File: src/rtl/ctrl_pkg.sv
// Shared control-path definitions: supported opcodes, ALU function codes,
// sequencer state encoding and the opcode classification record.
package ctrl_pkg;

  localparam logic [6:0] OP_R      = 7'b0110011;
  localparam logic [6:0] OP_LOAD   = 7'b0000011;
  localparam logic [6:0] OP_STORE  = 7'b0100011;
  localparam logic [6:0] OP_BRANCH = 7'b1100011;

  localparam logic [3:0] ALU_OP_ADD = 4'b0000;
  localparam logic [3:0] ALU_OP_RFN = 4'b0010;
  localparam logic [3:0] ALU_OP_CMP = 4'b0111;

  typedef enum logic [2:0] {
    FETCH  = 3'd0,
    DECODE = 3'd1,
    EXEC   = 3'd2,
    MEM    = 3'd3,
    WB     = 3'd4
  } ctrl_state_e;

  typedef struct packed {
    logic is_r;
    logic is_ld;
    logic is_st;
    logic is_br;
    logic is_ill;
  } op_class_t;

endpackage

File: src/rtl/ctrl_op_class.sv
// Combinational opcode classifier shared by the single- and multi-cycle
// control paths; exactly one class bit is set for any opcode.
module ctrl_op_class
  import ctrl_pkg::*;
(
  input  logic [6:0] opcode,
  output op_class_t  op_class
);

  // Anything outside the four supported major opcodes is illegal.
  always_comb begin
    op_class = 5'b00000;
    case (opcode)
      OP_R:      op_class.is_r   = 1'b1;
      OP_LOAD:   op_class.is_ld  = 1'b1;
      OP_STORE:  op_class.is_st  = 1'b1;
      OP_BRANCH: op_class.is_br  = 1'b1;
      default:   op_class.is_ill = 1'b1;
    endcase
  end

endmodule

File: src/rtl/multicycle_ctrl.sv
// Multi-cycle FETCH/DECODE/EXEC/MEM/WB sequencer with memory timeout abort.
// Optional retired-instruction counter enabled by defining MCTRL_PERF_EN.
module multicycle_ctrl
  import ctrl_pkg::*;
#(
  parameter int TIMEOUT = 16
`ifdef MCTRL_PERF_EN
  ,
  parameter int PERF_W  = 32
`endif
) (
  input  logic        clk,
  input  logic        reset,
  input  logic [6:0]  opcode,
  input  logic        mem_ready,
  output logic        pc_wr,
  output logic        ir_wr,
  output logic        mem_req,
  output logic        branch,
  output logic        mem_rd,
  output logic        mem_wr,
  output logic        mem_to_regs,
  output logic [3:0]  alu_op,
  output logic        alu_src,
  output logic        reg_wr,
  output logic        illegal,
  output logic        bus_err
`ifdef MCTRL_PERF_EN
  ,
  output logic [PERF_W-1:0] retired
`endif
);

  localparam int              CNT_W    = $clog2(TIMEOUT);
  localparam logic [CNT_W-1:0] TMO_LAST = CNT_W'(TIMEOUT - 1);

  ctrl_state_e      state_r, state_s;
  logic [6:0]       op_q_r;
  logic [6:0]       cls_src_s;
  logic [CNT_W-1:0] cnt_r, cnt_s;
  logic             run_r;
  logic             tmo_s;
  op_class_t        cls_s;

  // DECODE classifies the live IR opcode; later states use the captured copy.
  assign cls_src_s = (state_r == DECODE) ? opcode : op_q_r;
  assign tmo_s     = (cnt_r == TMO_LAST);

  ctrl_op_class u_op_class (
    .opcode   (cls_src_s),
    .op_class (cls_s)
  );

  // State, captured opcode, wait counter and the post-reset run flag.
  always_ff @(posedge clk or negedge reset) begin
    if (!reset) begin
      state_r <= FETCH;
      op_q_r  <= 7'b0000000;
      cnt_r   <= '0;
      run_r   <= 1'b0;
    end else begin
      state_r <= state_s;
      cnt_r   <= cnt_s;
      run_r   <= 1'b1;
      if (run_r && (state_r == DECODE)) begin
        op_q_r <= opcode;
      end else begin
        op_q_r <= op_q_r;
      end
    end
  end

  // Next state and strobe decode; run_r keeps every output low in the first cycle after reset.
  always_comb begin
    state_s     = state_r;
    cnt_s       = '0;
    pc_wr       = 1'b0;
    ir_wr       = 1'b0;
    mem_req     = 1'b0;
    branch      = 1'b0;
    mem_rd      = 1'b0;
    mem_wr      = 1'b0;
    mem_to_regs = 1'b0;
    alu_op      = ALU_OP_ADD;
    alu_src     = 1'b0;
    reg_wr      = 1'b0;
    illegal     = 1'b0;
    bus_err     = 1'b0;
    if (run_r) begin
      case (state_r)
        FETCH: begin
          mem_req = 1'b1;
          mem_rd  = 1'b1;
          if (mem_ready) begin
            ir_wr   = 1'b1;
            pc_wr   = 1'b1;
            state_s = DECODE;
          end else if (tmo_s) begin
            bus_err = 1'b1;
            state_s = FETCH;
          end else begin
            cnt_s = cnt_r + CNT_W'(1);
          end
        end
        DECODE: begin
          if (cls_s.is_ill) begin
            illegal = 1'b1;
            state_s = FETCH;
          end else begin
            state_s = EXEC;
          end
        end
        EXEC: begin
          if (cls_s.is_r) begin
            alu_op  = ALU_OP_RFN;
            state_s = WB;
          end else if (cls_s.is_ld || cls_s.is_st) begin
            alu_op  = ALU_OP_ADD;
            alu_src = 1'b1;
            state_s = MEM;
          end else if (cls_s.is_br) begin
            branch  = 1'b1;
            alu_op  = ALU_OP_CMP;
            state_s = FETCH;
          end else begin
            state_s = FETCH;
          end
        end
        MEM: begin
          mem_req = 1'b1;
          alu_src = 1'b1;
          mem_rd  = cls_s.is_ld;
          mem_wr  = cls_s.is_st;
          if (mem_ready) begin
            if (cls_s.is_ld) begin
              state_s = WB;
            end else begin
              state_s = FETCH;
            end
          end else if (tmo_s) begin
            bus_err = 1'b1;
            state_s = FETCH;
          end else begin
            cnt_s = cnt_r + CNT_W'(1);
          end
        end
        WB: begin
          reg_wr      = 1'b1;
          mem_to_regs = cls_s.is_ld;
          state_s     = FETCH;
        end
        default: begin
          state_s = FETCH;
        end
      endcase
    end else begin
      state_s = state_r;
    end
  end

`ifdef MCTRL_PERF_EN
  logic retire_s;

  assign retire_s = run_r && (((state_r == EXEC) && cls_s.is_br) ||
                              ((state_r == MEM) && cls_s.is_st && mem_ready) ||
                              (state_r == WB));

  // Retired-instruction count, wrapping at 2^PERF_W.
  always_ff @(posedge clk or negedge reset) begin
    if (!reset) begin
      retired <= '0;
    end else if (retire_s) begin
      retired <= retired + PERF_W'(1);
    end else begin
      retired <= retired;
    end
  end
`endif

endmodule

File: config.mk
export PLATFORM = sky130hd
export DESIGN_NAME = multicycle_ctrl
export DESIGN_NICKNAME = d
export VERILOG_FILES = /design/src/rtl/ctrl_pkg.sv /design/src/rtl/ctrl_op_class.sv /design/src/rtl/multicycle_ctrl.sv
export SDC_FILE = /design/constraint.sdc
export NUM_CORES = 1
export LEC_CHECK = 0
export BUFFER_PORTS_ARGS = -buffer_cell sky130_fd_sc_hd__buf_2
export CORE_ASPECT_RATIO = 0.7
export CORE_MARGIN = 1
export CORE_UTILIZATION = 46
export CTS_BUF_LIST = sky130_fd_sc_hd__clkbuf_4 sky130_fd_sc_hd__clkbuf_8 sky130_fd_sc_hd__clkbuf_16
export CTS_CLUSTER_DIAMETER = 30
export DETAILED_ROUTE_END_ITERATION = 12
export GPL_TIMING_DRIVEN = 0
export PLACE_DENSITY_LB_ADDON = 0.25
export SYNTH_ARGS = -nofsm -noshare
export SYNTH_HDL_FRONTEND = slang
export SYNTH_SLANG_ARGS = --single-unit
File: constraint.sdc
create_clock -name clk -period 1.5 [get_ports clk]
set_input_delay 0.15 -clock clk [delete_from_list [all_inputs] [get_ports clk]]
set_output_delay 0.15 -clock clk [all_outputs]
set_load 0.05 [all_outputs]
==> summary.txt <==
Status
  • Status: finished with violations
  • Failing checks: DRC, setup timing

Synth
  • Register area share after synthesis: 37.93%
  • Largest family of logic cells by synthesized area: simple AND/OR/NAND/NOR gates
  • Yosys warns: 0
  • Mux share of post-synthesis cell area: 6.827%
  • Xor/xnor share of the synthesized area: 0.8850%
  • Cells after synthesis: 100
  • Post-Syn Nets: 111
  • Mapped Area: 989.7 sq um
  • Compound-cell area share of the yosys netlist: 15.80%
  • Syn_area_per_cell: 9.897 sq um
  • Post-synthesis adder-cell area fraction: 2.276%
  • Yosys reg bits: 15
  • Cell variety after synth: 39
  • Simple-Gate Fraction of Synth Area: 28.32%

Cells and area
  • Antenna Cells: 0
  • Final net count: 164
  • Fill cells: 85
  • Area grow syn2layout: 74.08%
  • Final instance area: 0.001723 sq mm
  • Layout cells sized above 1: 64.47%

Clock tree
  • CTS tree: done
  • Max clock buf depth: 2
  • Worst-path clk slew: 0.09 ns
  • CTS Buf Count: 3
  • Clk root buf: clkbuf_4
  • CTS H-tree depth: 1
  • Sink Count: 15
  • Worst skew pair latency: 0.29 ns

Timing
  • Period utilization: 143.6%
  • Minimum clock period: 2.153 ns
  • Max Slew Vio Count: 0
  • Final Hold Vio Count: 0
  • RSZ-0062 raised after global routing: yes
  • Fin Hold WS: 0.1060 ns
  • Layout Skew: 0.006445 ns
  • Peak Freq: 0.4644 GHz
  • Crit path setup slack, layout: -0.6533 ns
  • Setup violations, final: 25

Global route
  • Tot GR Track Use: 29.72%
  • Largest net degree at the start of global routing: 16
  • Initial antenna violation count: 0
  • GRT overflow: 0
  • First-pass GRT wire length: 4.940 mm
  • Vias in the first global route: 998

Place
  • Hpwl dp: 1.634 mm
  • Port buffer count: 23
  • Post-placement cell area: 0.001196 sq mm
  • Routability cong.: 0.8129

Die
  • Die area: 0.002344 sq mm
  • # rows: 13
  • Die span in y: 40.81 um
  • Core box area: 0.001936 sq mm
  • Die span in x: 57.44 um
  • Starting Density: 51.13%
  • Boundary Pins: 25

Drt
  • WL/cell: 20.87 um
  • DRC viols: 2
  • Via count: 1063
  • Antenna-violating nets left: 0
  • DR iter-0 viols: 82
  • Vias/cell: 6.109
  • Final wirelength: 3.632 mm
  • Number of detailed-route iterations in the first pass: 8

Worst setup path
  • Worst Setup Path Type: reg -> out
  • Cells on worst reg2reg path: 7
  • Crit-path max FO: 3
  • Critical Path, Cell by Cell: and4bb_2 > nand3b_1 > o32ai_2 > nor3b_4 > buf_6 > buf_8
  • Critical path's slowest cell: dfrtp_1
  • Reg-to-Reg Start: state_r[2]
  • CP top delay family: simple AND/OR/NAND/NOR gates
  • Setup crit start: op_q_r[3]
  • Reg2Reg Setup Slack: -0.27 ns
  • Crit path to: alu_op[0]
  • CP Data Required Time: 1.35 ns
  • Arrival time worst endpoint: 2.00 ns
  • Largest stage delay, worst path: 0.39 ns
  • Kind of end point of the critical path: primary output
  • FF-to-FF End: op_q_r[5]
  • Crit path depth: 6
  • Crit path buffers/inverters: 2
  • Crit start category: register

Min path
  • HP Start: opcode[0]
  • Hold Crit Depth: 2
  • Worst min-delay path category: in -> reg

Power
  • Pwr dens: 716.2 mW/mm^2
  • Total power: 1.234 mW
  • Worst IR drop on VDD: 497.2 uV
  • P_leak: 0.7696 nW

Flow run
  • Max_cap viols: 0
-- what timing repair did --
action / in CTS / in global routing
resized for setup: 58 / 22
buffers inserted: 18 / 7
hold buffers: 1 / 0
setup endpoints to repair: 21 / 27
endpoints found under the hold margin: 15 / 0
pin swaps: 13 / 10
-- synthesized netlist by cell type, drive strengths merged --
master  number  area share [%]
maj3         1             1.0
a311o        1             1.0
nand2        7             2.7
and3         3             1.9
and4bb       2             2.5
a21oi        5             2.9
o32ai        2             2.5
and4         1            0.89
or2          1            0.63
nand2b       2             2.3
o22ai        2             1.3
nand3        2             1.0
inv          7             2.7
and2         1            0.63
nand4b       1            0.89
o31ai        3             2.8
ha           1             1.3
a31o         1            0.89
nor2         9             3.4
mux2         6             6.8
xnor2        1            0.89
and2b        1            0.89
nand3b       3             2.3
nand4        2             1.3
nor3         3             2.7
o21ai        3             1.5
buf          6             4.6
nor3b        3             4.4
conb         2            0.76
o2111a       1             1.1
dfrtp       15              38
a22o         2             1.8
-- cells in the final DEF, fill, tap and decap left out, types with 2 or more instances in the layout --
cell      instances
clkbuf_4          4
nand2b_4          2
and4bb_2          2
nor2_4            3
dfrtp_1          14
a21oi_1           2
o22ai_2           2
mux2_2            2
o21ai_1           2
nor3_4            2
o31ai_1           2
nand2_4           3
nand2_1           3
nor2_1            5
and3_4            2
a21oi_2           2
inv_1             6
buf_6            20
buf_8             9
nand3b_1          3
mux2_4            4
nor3b_4           2
buf_2             9
conb_1            2
buf_4            14
nand4_1           2
-- per-stage QoR --
step           util [%]  TNS, ns  cells  setup WS (ns)
3_5_place_dp      61.80   -2.873    145        -0.4345
6_report          89.01   -7.621    174        -0.6533
5_1_grt           89.01   -8.444    174        -0.7252
2_1_floorplan         -   -2.063    100        -0.4926
4_1_cts           82.22   -5.656    168        -0.6061
3_3_place_gp      61.80   -2.752    145        -0.4150
-- cells by family (layout without fill, tap and decap cells) --
logic type	Yosys count	after routing
flip-flops	15	15
AND/OR/NAND/NOR	41	41
XOR/XNOR	1	1
AO/OA/AOI/OAI	20	20
buffers and inverters	13	65
multiplexers	6	6
adder cells (fa/ha/maj)	2	2
other	2	2
-- routing by layer --
metal	GRT usage [%]	vias up	part of all wire [%]
met4	10.37	0	3.1
met1	32.02	525	38
met2	57.27	59	52
met5	0	-	0
li1	-	461	-
met3	10.09	18	6.7
-- power by group --
group	total (mW)	internal [mW]	switching, mW
sequential	0.524	0.465	0.0588
combinational	0.459	0.226	0.233
clock	0.251	0.122	0.129
-- worst min-delay path by stage --
| stage | endpoint | slack (ns) |
|---|---|---|
| 3_5_place_dp | state_r[2] | 0.07 |
| 5_1_grt | op_q_r[0] | 0.10 |
| 2_1_floorplan | cnt_r[0] | -0.15 |
| 6_report | op_q_r[0] | 0.11 |
| 4_1_cts | op_q_r[0] | 0.11 |
| 3_3_place_gp | state_r[2] | 0.06 |
-- area by class of cell --
type	instances	area [sq um]	area share (%)
multi-input combinational	72	721.9	41.90
inverter	7	26.28	1.525
tap	22	27.53	1.598
buffer	6	67.56	3.922
timing repair buffer	48	473.0	27.45
clock buffer	4	30.03	1.743
sequential	15	376.6	21.86
-- sequential cells by signal, indices dropped and copies added, names as in the netlist --
signal,cells
cnt_r,4
op_q_r,7
run_r,1
state_r,3
-- worst register-to-register path, cell delays in order, from the launching register on --
cell and delay, ns:
dfrtp_2 0.44, buf_6 0.14, buf_6 0.11, nand2b_4 0.17, buf_6 0.14, nor3_4 0.17
buf_12 0.16, mux2_2 0.33
Power figures use the tool's default switching activity.
